## src/rtl/tx_pkg.sv

```systemverilog
// Shared types and constants for the serial pattern transmitter.
package tx_pkg;

    typedef enum logic [1:0] {IDLE, SHIFT, DONE} tx_state_t;

    localparam logic X_IDLE = 1'b0;

endpackage

```

## src/rtl/tick_gen.sv

```systemverilog
// Bit-period counter: emits a one-cycle tick every DIV enabled cycles.
module tick_gen #(
    parameter int unsigned DIV = 4
) (
    input  logic clk_i,
    input  logic reset_i,
    input  logic en_i,
    input  logic clr_i,
    output logic tick_o
);

    localparam int unsigned CW = (DIV > 1) ? $clog2(DIV) : 1;
    localparam logic [CW-1:0] CntLast = CW'(DIV - 1);

    logic [CW-1:0] cnt_q, cnt_d;

    assign tick_o = en_i && (cnt_q == CntLast);

    always_comb begin
        cnt_d = cnt_q;
        if (clr_i) begin
            cnt_d = '0;
        end else if (en_i) begin
            cnt_d = tick_o ? '0 : cnt_q + 1'b1;
        end
    end

    always_ff @(posedge clk_i or posedge reset_i) begin
        if (reset_i) begin
            cnt_q <= '0;
        end else begin
            cnt_q <= cnt_d;
        end
    end

endmodule

```

## src/rtl/serial_pattern_tx.sv

```systemverilog
// Serial pattern transmitter: loads a WIDTH-bit pattern and shifts it out MSB first,
// holding each bit for DIV clk cycles, optionally repeating back-to-back.
module serial_pattern_tx
    import tx_pkg::*;
#(
    parameter int unsigned WIDTH = 4,
    parameter int unsigned DIV   = 4
) (
    input  logic                     clk_i,
    input  logic                     reset_i,
    input  logic                     load_valid_i,
    output logic                     load_ready_o,
    input  logic [WIDTH-1:0]         data_i,
    input  logic                     repeat_en_i,
    output logic                     x_o,
    output logic                     busy_o,
    output logic                     done_o,
    output logic [$clog2(WIDTH)-1:0] bit_idx_o
);

    localparam int unsigned IW = $clog2(WIDTH);
    localparam logic [IW-1:0] IdxTop = IW'(WIDTH - 1);

    tx_state_t        state_q, state_d;
    logic [WIDTH-1:0] pat_q, pat_d;
    logic [WIDTH-1:0] shift_q, shift_d;
    logic [IW-1:0]    idx_q, idx_d;
    logic             accept;
    logic             tick;
    logic             last_bit;

    assign accept   = load_valid_i && (state_q == IDLE);
    assign last_bit = tick && (idx_q == '0);

    tick_gen #(
        .DIV (DIV)
    ) u_tick_gen (
        .clk_i   (clk_i),
        .reset_i (reset_i),
        .en_i    (state_q == SHIFT),
        .clr_i   (accept),
        .tick_o  (tick)
    );

    always_ff @(posedge clk_i or posedge reset_i) begin
        if (reset_i) begin
            state_q <= IDLE;
        end else begin
            state_q <= state_d;
        end
    end

    always_comb begin
        state_d = state_q;
        unique case (state_q)
            IDLE:    if (accept) state_d = SHIFT;
            SHIFT:   if (last_bit && !repeat_en_i) state_d = DONE;
            DONE:    state_d = IDLE;
            default: state_d = IDLE;
        endcase
    end

    always_comb begin
        load_ready_o = 1'b0;
        busy_o       = 1'b0;
        done_o       = 1'b0;
        x_o          = X_IDLE;
        unique case (state_q)
            IDLE:  load_ready_o = 1'b1;
            SHIFT: begin
                busy_o = 1'b1;
                x_o    = shift_q[WIDTH-1];
            end
            DONE:  done_o = 1'b1;
            default: ;
        endcase
    end

    // Final tick always reloads; on a non-repeated frame the reload just parks idx at the top.
    always_comb begin
        pat_d   = pat_q;
        shift_d = shift_q;
        idx_d   = idx_q;
        if (accept) begin
            pat_d   = data_i;
            shift_d = data_i;
            idx_d   = IdxTop;
        end else if (state_q == SHIFT && tick) begin
            if (idx_q != '0) begin
                shift_d = {shift_q[WIDTH-2:0], 1'b0};
                idx_d   = idx_q - 1'b1;
            end else begin
                shift_d = pat_q;
                idx_d   = IdxTop;
            end
        end
    end

    always_ff @(posedge clk_i or posedge reset_i) begin
        if (reset_i) begin
            pat_q   <= '0;
            shift_q <= '0;
            idx_q   <= IdxTop;
        end else begin
            pat_q   <= pat_d;
            shift_q <= shift_d;
            idx_q   <= idx_d;
        end
    end

    assign bit_idx_o = idx_q;

endmodule

```

## config.mk

```make
export PLATFORM = sky130hd
export DESIGN_NAME = serial_pattern_tx
export DESIGN_NICKNAME = d
export VERILOG_FILES = /design/src/rtl/tx_pkg.sv /design/src/rtl/tick_gen.sv /design/src/rtl/serial_pattern_tx.sv
export SDC_FILE = /design/constraint.sdc
export NUM_CORES = 1
export LEC_CHECK = 0
export BUFFER_PORTS_ARGS = -buffer_cell sky130_fd_sc_hd__buf_2
export CELL_PAD_IN_SITES_DETAIL_PLACEMENT = 1
export CELL_PAD_IN_SITES_GLOBAL_PLACEMENT = 1
export CORE_MARGIN = 2
export CORE_UTILIZATION = 35
export DETAILED_ROUTE_END_ITERATION = 12
export GPL_TIMING_DRIVEN = 0
export PLACE_DENSITY_LB_ADDON = 0.1
export SYNTH_ARGS = -nofsm -noshare
export SYNTH_HDL_FRONTEND = slang
export SYNTH_SLANG_ARGS = --single-unit
export TNS_END_PERCENT = 30
```

## constraint.sdc

```tcl
create_clock -name clk_i -period 1.7 [get_ports clk_i]
set_input_delay 0.085 -clock clk_i [delete_from_list [all_inputs] [get_ports clk_i]]
set_output_delay 0.085 -clock clk_i [all_outputs]
set_load 0.005 [all_outputs]
```

# ---- After elaboration in Yosys (flattened, before gate mapping)
# Index checks and enable logic that the tools add are counted.
dict set report classes {
  n_eq_ne 5
  mux 16
  addsub 2
  reduce_logical 12
}
# cell n
set op_table {}
lappend op_table {{$mux W2} 8}
lappend op_table {{$mux W4} 3}
lappend op_table {{$reduce_bool A2 Y1} 3}
lappend op_table {{$logic_and A1 B1 Y1} 5}
lappend op_table {{$eq A2 B2 Y1 const B} 2}
lappend op_table {{$logic_not A2 Y1} 2}
lappend op_table {{$mux W1} 4}
lappend op_table {{$ne A2 B2 Y1 const B} 2}
lappend op_table {{$pmux W2 S2} 1}
lappend op_table {{$add A2 B1 Y2 const B} 1}
lappend op_table {{$eq A2 B1 Y1 const B} 1}
lappend op_table {{$reduce_and A2 Y1} 1}
lappend op_table {{$sub A2 B1 Y2 const B} 1}
lappend op_table {{$logic_not A1 Y1} 1}
dict set report totals {
  regBits 14
  wordCells 40
}

# ---- Longest topological paths before layout
# Gate-level depths: netlist of run 1.
dict set report logic_depth {
  ltp_word 6
  depth_mapped 6
  mapped_depth_nobuf 5
}

# ---- By module
# Synthesis of run 1 repeated with hierarchy kept, for this count alone.
dict set report unflattened {
  cells_unflattened 62
  area_unflattened_um2 735.7
}
# module cells_per_inst instances area_each_um2
set modules_own_cells {}
lappend modules_own_cells {serial_pattern_tx 52 1 625.6}
lappend modules_own_cells {tick_gen 10 1 110.1}

# ---- Worst setup path after synthesis of run 1
# Ideal clock, no wire load.
dict set report synth_path {
  kind {flip-flop to flip-flop}
  startpoint {register idx_q[0] (netlist: bit_idx_o[0])}
  endpoint {register shift_q[1]}
  setup_ns 0.125
  setup_slack_ns -0.097
  n_path_buf 1
  synth_period_minus_slack_ns 1.797
  path_stages_with_launch 7
  arrival_time_ns 1.672
  cell_sequence {dfstp_2 -> inv_1 -> ha_1 -> clkbuf_1 -> mux2_2 -> mux2_4 -> mux2_4}
}
dict set report synth_via {
  elab_chain_len 4
}
# item line_no
set synth_lines {}
lappend synth_lines {{start, declared} serial_pattern_tx.sv:27} ;# logic [IW-1:0] idx_q, idx_d;
lappend synth_lines {{start signal, assigned} serial_pattern_tx.sv:103} ;# idx_q <= IdxTop;
lappend synth_lines {{start signal, assigned} serial_pattern_tx.sv:107} ;# idx_q <= idx_d;
lappend synth_lines {{$reduce_bool A2 Y1} serial_pattern_tx.sv:89} ;# if (idx_q != '0) begin
lappend synth_lines {{$mux W4} serial_pattern_tx.sv:89}
lappend synth_lines {{$mux W4} serial_pattern_tx.sv:88} ;# end else if (state_q == SHIFT && tick) begin
lappend synth_lines {{$mux W4} serial_pattern_tx.sv:84} ;# if (accept) begin
lappend synth_lines {{end signal, assigned} serial_pattern_tx.sv:106} ;# shift_q <= shift_d;
lappend synth_lines {{end, declared} serial_pattern_tx.sv:26} ;# logic [WIDTH-1:0] shift_q, shift_d;
# Every way passes these cells. The select of a mux whose other input is x is not followed.
# A chain may end at the register's enable or synchronous reset.

# ---- Worst setup path after layout of run 1
# Ends and elaborated chain as after synthesis.

==> impl_summary.txt, run 1 <==
----------------------------------------------------
[Detailed routing]
  Antenna violation net count after detailed routing ... 0
  Routed wire per std cell ... 13.15 microns
  Vias per cell ... 4.798
  DRC violations left ... 0
  TritonRoute pass-1 iters ... 2
  First DRT Iteration DRCs ... 7
  Drt total wl ... 1499 microns
  Via count ... 547

[Timing]
  Final period demand of the worst path ... 1.658 ns
  Setup repair after global routing missed its margin ... false
  Fmax ... 603.3 MHz
  Setup tns final ... 0 ns
  Final hold violation count ... 0
  Share of the clock period used by the worst path after layout ... 97.51%
  Setup Viol. Count Final ... 0
  Skew final ... 0.002179 ns
  Worst slew margin relative to its limit ... 51.92%
  Max-slew violation count ... 0
  Transition at the pin with the smallest max-transition slack ... 0.7197 ns

[Logic synthesis]
  Number of distinct library cells after synthesis ... 22
  Area share of the largest cell type after synthesis ... 42.93%
  Number of flip-flops and latches in the synthesized netlist ... 14
  Async set-or-reset flop fraction in the synthesized netlist ... 100.0%
  Number of instances in the synthesized netlist ... 67
  Share of the yosys chip area belonging to registers ... 50.45%
  Warning count from the yosys run ... 0
  Area leader, netlist ... dfrtp_1
  Leading register cell type out of synthesis ... dfrtp_1
  Nets in the synthesized netlist ... 77
  Number of synthesized flops with an enable pin ... 0
  Mapped cell area ... 699.4 sq um
  Most area-consuming cells after synthesis ... dfrtp_1 43%, nand2_1 9.1%, mux2_4 8.6%
  Most frequent cell after synthesis ... nand2_1
  Post-Syn Area per Cell ... 10.44 sq um
  Ranking of synthesized cells by instance count ... 17 x nand2_1, 12 x dfrtp_1, 4 x mux2_4

[Pwr]
  PwrDens ... 1798 nW/um^2
  Worst ir drop on vdd ... 697.4 uV
  Total Power Consumption ... 1.584 mW
  Leakage power summed over all cells ... 0.4346 nW

[Clock tree]
  TritonCTS buffer count ... 3
  CTS Root Buffer Type ... clkbuf_4
  Clock tree from TritonCTS ... yes
  Number of clock sinks ... 14
  Buffer depth of the longest clock path ... 2
  Clock slew seen by the registers of the worst setup and hold paths ... 0.09 ns
  CTS H-Tree Depth ... 1
  Worst-skew pair later-pin latency ... 0.29 ns

[Global routing]
  Total global-route track usage ... 14.83%
  Initial antenna violation count ... 0
  Wire length of the first global-routing pass ... 2615 microns
  Largest net degree at the start of global routing ... 15
  Number of global-route vias before repair ... 573
  Grt total ovfl ... 0

[Worst setup path]
  Worst path most repeated cell ... mux2_4
  Cell with the biggest individual delay on the critical path ... dfstp_2
  Required @ worst endpoint ... 1.88 ns
  Critical Path Fanout Max ... 6
  Worst path arrival time ... 1.84 ns
  Family of cells with the greatest summed delay on the critical path ... multiplexers
  WS Path Type ... register to register
  Buf/Inv on CP ... 1
  Critical path, cell by cell ... inv_2 > ha_4 > mux2_2 > mux2_4 > mux2_4
  Startpoint class of the critical path ... register
  Worst setup EP type ... register
  Longest individual stage delay on the worst path ... 0.54 ns

[Floorplan]
  Chip Height ... 48.70 microns
  Placeable core area ... 1922 sq um
  Initial cell density of the core ... 36.39%
  Floorplan die width ... 48.70 microns
  Total Die Area ... 2372 sq um
  Num ports ... 14
  Number of placement rows ... 16

[Worst hold path]
  Kind of path behind the tightest hold check ... input pin to register

[Placed design]
  Final weighted congestion of routability-driven global placement ... 0.6656
  HPWL reported at the end of detailed placement ... 1075 microns
  Buffers added on ports ... 13

[Flow run]
  Number of maximum-capacitance constraint violations ... 0

[Finish]
  Layout cells sized above 1 ... 34.48%
  Area used by sequential logic in the layout ... 352.8 sq um
  Nets ... 98
  Syn-to-layout area delta ... 25.94%
  Combined area of the multi-input logic cells ... 336.6 sq um
  N_diodes ... 0
  Fill cell instance count of the final layout ... 233

[Outcome]
  Run status ... finished, final reports clean

----------------------------------------------------
==> stage by stage <==
step	hold slack, ns	utilization, %	cell area, sq um	worst slack, ns	instances
after CTS	0.002651	45.44	873.3	0.01640	113
after global placement	0.1606	42.19	810.8	-0.07263	107
after floorplan	-0.02721	-	711.9	-0.04153	67
final	0.003872	45.83	880.8	0.04232	114
after detailed placement	0.1684	42.19	810.8	-0.07391	107
after global routing	0.02870	45.83	880.8	0.004339	114
==> cells in the final DEF, fill, tap and decap left out, drive strengths merged <==
cell type,netlist,routed
inv,3,3
nor3b,2,2
and2,1,1
o21bai,1,1
mux2i,3,3
or3b,1,1
ha,2,2
dfstp,2,2
clkbuf,3,6
nor2b,2,2
xnor2,1,1
buf,0,14
o21ai,3,3
nand2,17,17
a2bb2oi,1,1
o211ai,1,1
nand3b,1,1
dlygate4sd3,0,3
nor2,2,2
nand3,2,2
nor3,1,1
mux2,6,6
dfrtp,12,12
==> cell families after synthesis <==
kind of cell	Yosys count	synth area share [%]
compound gates	6	5.546
xor+xnor	1	1.252
fa+ha+maj	2	3.577
buf+inv	6	3.220
flops	14	50.45
mux	9	16.10
simple gates	29	19.86
==> power breakdown <==
group	internal (mW)	total, mW	switching [mW]	leakage [nW]
Combinational	0.404	0.735	0.332	0.247
Sequential	0.507	0.601	0.0938	0.167
Clock	0.130	0.247	0.117	0.0210
Total	1.04	1.58	0.542	0.435
==> layout make-up <==
class	instances	share of cell area [%]
Tap cell	27	3.835
Clock buffer	4	4.119
Multi-Input combinational cell	47	38.21
Inverter	3	1.278
Sequential cell	14	40.06
Timing Repair Buffer	17	11.65
Buffer	2	0.8523
==> routing by layer <==
layer  GRT usage [%]  part of all wire [%]
met3           2.778                   3.8
met2           23.52                    47
met5               0                     0
met4           10.00                   3.3
met1           18.29                    46
==> worst paths after layout <==
kind | cells past startpoint | to | slack (ns) | from
min | 3 | pat_q[3] | 0.004 | data_i[3]
max reg2reg | 5 | shift_q[1] | 0.04 | bit_idx_o[0]
max in group asynchronous | 3 | bit_idx_o[0] | 0.95 | reset_i
min reg2reg | 2 | pat_q[2] | 0.48 | pat_q[2]
max | 5 | shift_q[1] | 0.04 | bit_idx_o[0]
min in group asynchronous | 3 | u_tick_gen.cnt_q[0] | 0.38 | reset_i
==> worst register-to-register path: stages (launching register included) <==
cell and delay (ns):
dfstp_2 0.54, inv_2 0.05, ha_4 0.18, mux2_2 0.27, mux2_4 0.25, mux2_4 0.26
==> registers in the layout (all words and copies together) (netlist names) <==
name              flops
bit_idx_o             2
pat_q                 4
shift_q               4
state_q               2
u_tick_gen.cnt_q      2
==> what timing repair did <==
item                       4_1_cts  5_1_grt
setup endpoints to repair        2        2
pin swaps                        0        1
hold endpoints to repair        14        0
hold buffers                     3        0
gates resized for setup          1        1
setup buffers                    0        1
Note: power is estimated with default switching activity, not from simulation.
==> run 2: changes to the inputs <==
--- a/config.mk
+++ b/config.mk
@@ -10,8 +10,8 @@
 export CELL_PAD_IN_SITES_GLOBAL_PLACEMENT = 1
 export CORE_MARGIN = 2
 export CORE_UTILIZATION = 35
+export CTS_CLUSTER_SIZE = 24
 export DETAILED_ROUTE_END_ITERATION = 12
-export GPL_TIMING_DRIVEN = 0
 export PLACE_DENSITY_LB_ADDON = 0.1
 export SYNTH_ARGS = -nofsm -noshare
 export SYNTH_HDL_FRONTEND = slang
==> impl_summary.txt, run 2 (synthesis gave the netlist of run 1 again) <==
----------------------------------------------------
[Outcome]
  Run status ... finished, final reports clean (unchanged)

[Detailed routing]
  Via count ... 542 (was 547)
  Drt total wl ... 1570 microns (was 1499 microns)
  DRC violations left ... 0 (unchanged)
  Antenna violation net count after detailed routing ... 0 (unchanged)
  Vias per cell ... 4.672 (was 4.798)
  First DRT Iteration DRCs ... 6 (was 7)
  Routed wire per std cell ... 13.53 microns (was 13.15 microns)
  TritonRoute pass-1 iters ... 4 (was 2)

[Finish]
  Registers with the highest flip-flop counts ... pat_q (4), shift_q (4) (unchanged)
  Leading cell type in the layout, fill and taps excluded ... nand2_1 (unchanged)
  Layout cells sized above 1 ... 37.08% (was 34.48%)
  Syn-to-layout area delta ... 27.37% (was 25.94%)
  Highest-count cells in the layout ignoring fill and taps ... 17 x nand2_1, 13 x buf_2, 12 x dfrtp_1 (unchanged)
  N_diodes ... 0 (unchanged)
  Final standard cell utilization of the core ... 46.35% (was 45.83%)
  Nets ... 100 (was 98)

[Timing]
  Skew final ... 0.01067 ns (was 0.002179 ns)
  Final period demand of the worst path ... 1.669 ns (was 1.658 ns)
  Worst slew margin relative to its limit ... 64.02% (was 51.92%)
  Final Worst Setup Slack ... 0.03142 ns (was 0.04232 ns)
  Final hold violation count ... 0 (unchanged)
  Transition at the pin with the smallest max-transition slack ... 0.5390 ns (was 0.7197 ns)
  Setup Viol. Count Final ... 0 (unchanged)
  Setup repair after global routing missed its margin ... false (unchanged)
  Max-slew violation count ... 0 (unchanged)
  Fmax ... 599.3 MHz (was 603.3 MHz)
  Share of the clock period used by the worst path after layout ... 98.15% (was 97.51%)

[Worst setup path]
  WS Path Type ... register to register (unchanged)
  Required @ worst endpoint ... 1.87 ns (was 1.88 ns)
  Critical path, cell by cell ... inv_1 > ha_4 > mux2_2 > mux2_4 > mux2_4 (was inv_2 > ha_4 > mux2_2 > mux2_4 > mux2_4)
  Critical Path Fanout Max ... 5 (was 6)
  Worst reg2reg path depth ... 5 (unchanged)
  Worst path arrival time ... 1.84 ns (about the same)
  Longest individual stage delay on the worst path ... 0.53 ns (was 0.54 ns)
  Worst setup EP type ... register (unchanged)
  Startpoint class of the critical path ... register (unchanged)
  Worst Setup SP ... bit_idx_o[1] (was bit_idx_o[0])
  Cell with the biggest individual delay on the critical path ... dfstp_2 (unchanged)
  R2r startpoint ... bit_idx_o[1] (was bit_idx_o[0])
  Worst path most repeated cell ... mux2_4 (unchanged)

[Floorplan]
  Chip Height ... 48.70 microns (unchanged)
  Num ports ... 14 (unchanged)
  Total Die Area ... 2372 sq um (unchanged)
  Number of placement rows ... 16 (unchanged)
  Placeable core area ... 1922 sq um (unchanged)
  Floorplan die width ... 48.70 microns (unchanged)
  Initial cell density of the core ... 36.39% (unchanged)

[Clock tree]
  CTS H-Tree Depth ... 1 (unchanged)
  Buffer depth of the longest clock path ... 2 (unchanged)
  Clock slew seen by the registers of the worst setup and hold paths ... 0.09 ns (about the same)
  TritonCTS buffer count ... 3 (unchanged)
  Number of clock sinks ... 14 (unchanged)
  Worst-skew pair later-pin latency ... 0.28 ns (was 0.29 ns)
  CTS Root Buffer Type ... clkbuf_4 (unchanged)
  Clock tree from TritonCTS ... yes (unchanged)

[Pwr]
  Total Power Consumption ... 1.588 mW (was 1.584 mW)
  Worst ir drop on vdd ... 788.3 uV (was 697.4 uV)
  PwrDens ... 1783 nW/um^2 (was 1798 nW/um^2)
  Leakage power summed over all cells ... 0.4467 nW (was 0.4346 nW)

[Placed design]
  Buffers added on ports ... 13 (unchanged)
  Final weighted congestion of routability-driven global placement ... 0.7588 (was 0.6656)
  HPWL reported at the end of detailed placement ... 1138 microns (was 1075 microns)
  Setup slack at placement ... 0.02178 ns (was -0.07391 ns)

[Global routing]
  Number of global-route vias before repair ... 526 (was 573)
  Initial antenna violation count ... 0 (unchanged)
  Wire length of the first global-routing pass ... 2463 microns (was 2615 microns)
  Largest net degree at the start of global routing ... 15 (unchanged)
  Total global-route track usage ... 14.46% (was 14.83%)
  Grt total ovfl ... 0 (unchanged)

[Worst hold path]
  Hold path start ... data_i[3] (unchanged)
  Kind of path behind the tightest hold check ... input pin to register (unchanged)
  Hold-critical path depth ... 3 (unchanged)

[Flow run]
  Number of maximum-capacitance constraint violations ... 0 (unchanged)

----------------------------------------------------
## run 2: changes by cell type in the layout (fill, tap and decap cells not counted), sizes merged
cell,change
clkbuf,-2
dlygate4sd3,-1
buf,+5
## run 2: layout make-up
class,count,area (sq um)
clock buffers,4,26.28
fillers,231,1031
inverters,3,11.26
multi-input cells,47,336.6
flip-flops and latches,14,352.8
well taps,27,33.78
repair buffers,21,130.1
## run 2: report_power, final
group,switching (mW),internal [mW]
Clock,0.103,0.0910
Sequential,0.0847,0.508
Combinational,0.354,0.448
Total,0.541,1.05
## run 2: critical path: cells and delay by family (launching register included)
kind	cells	cell delay, ns
flops	1	0.53
fa+ha+maj	1	0.19
mux	3	0.78
buf+inv	1	0.08
## run 2: per-stage QoR
| step | instance area (sq um) | TNS, ns | instances | hold slack [ns] |
|---|---|---|---|---|
| after detailed placement | 834.6 | 0 | 110 | 0.1551 |
| after floorplan | 711.9 | -0.08306 | 67 | -0.02721 |
| after global placement | 834.6 | 0 | 110 | 0.1578 |
| final | 890.9 | 0 | 116 | 0.01796 |
| after global routing | 890.9 | 0 | 116 | 0.02306 |
| after CTS | 880.8 | 0 | 116 | 0.01606 |
## run 2: path summary, 6_finish.rpt
kind | endpoint | slack, ns
setup / recovery | shift_q[3] | 0.03
hold / removal | pat_q[3] | 0.02
setup reg to reg | shift_q[3] | 0.03
hold reg to reg | pat_q[0] | 0.48
max in group asynchronous | bit_idx_o[0] | 0.94
min in group asynchronous | shift_q[3] | 0.38
## run 2: per-layer routing
layer,vias up,part of all wire [%],GRT usage [%]
met1,257,45,17.76
met5,-,0,0
met2,11,49,23.52
met4,0,2.4,8.571
li1,269,-,-
met3,5,3.1,2.778
## run 2: what timing repair did
action / in CTS / in global routing
gates resized for setup: 0 / 1
endpoints found under the setup margin: 0 / 1
hold endpoints to repair: 13 / 0
buffers inserted: 0 / 0
hold buffers: 2 / 0
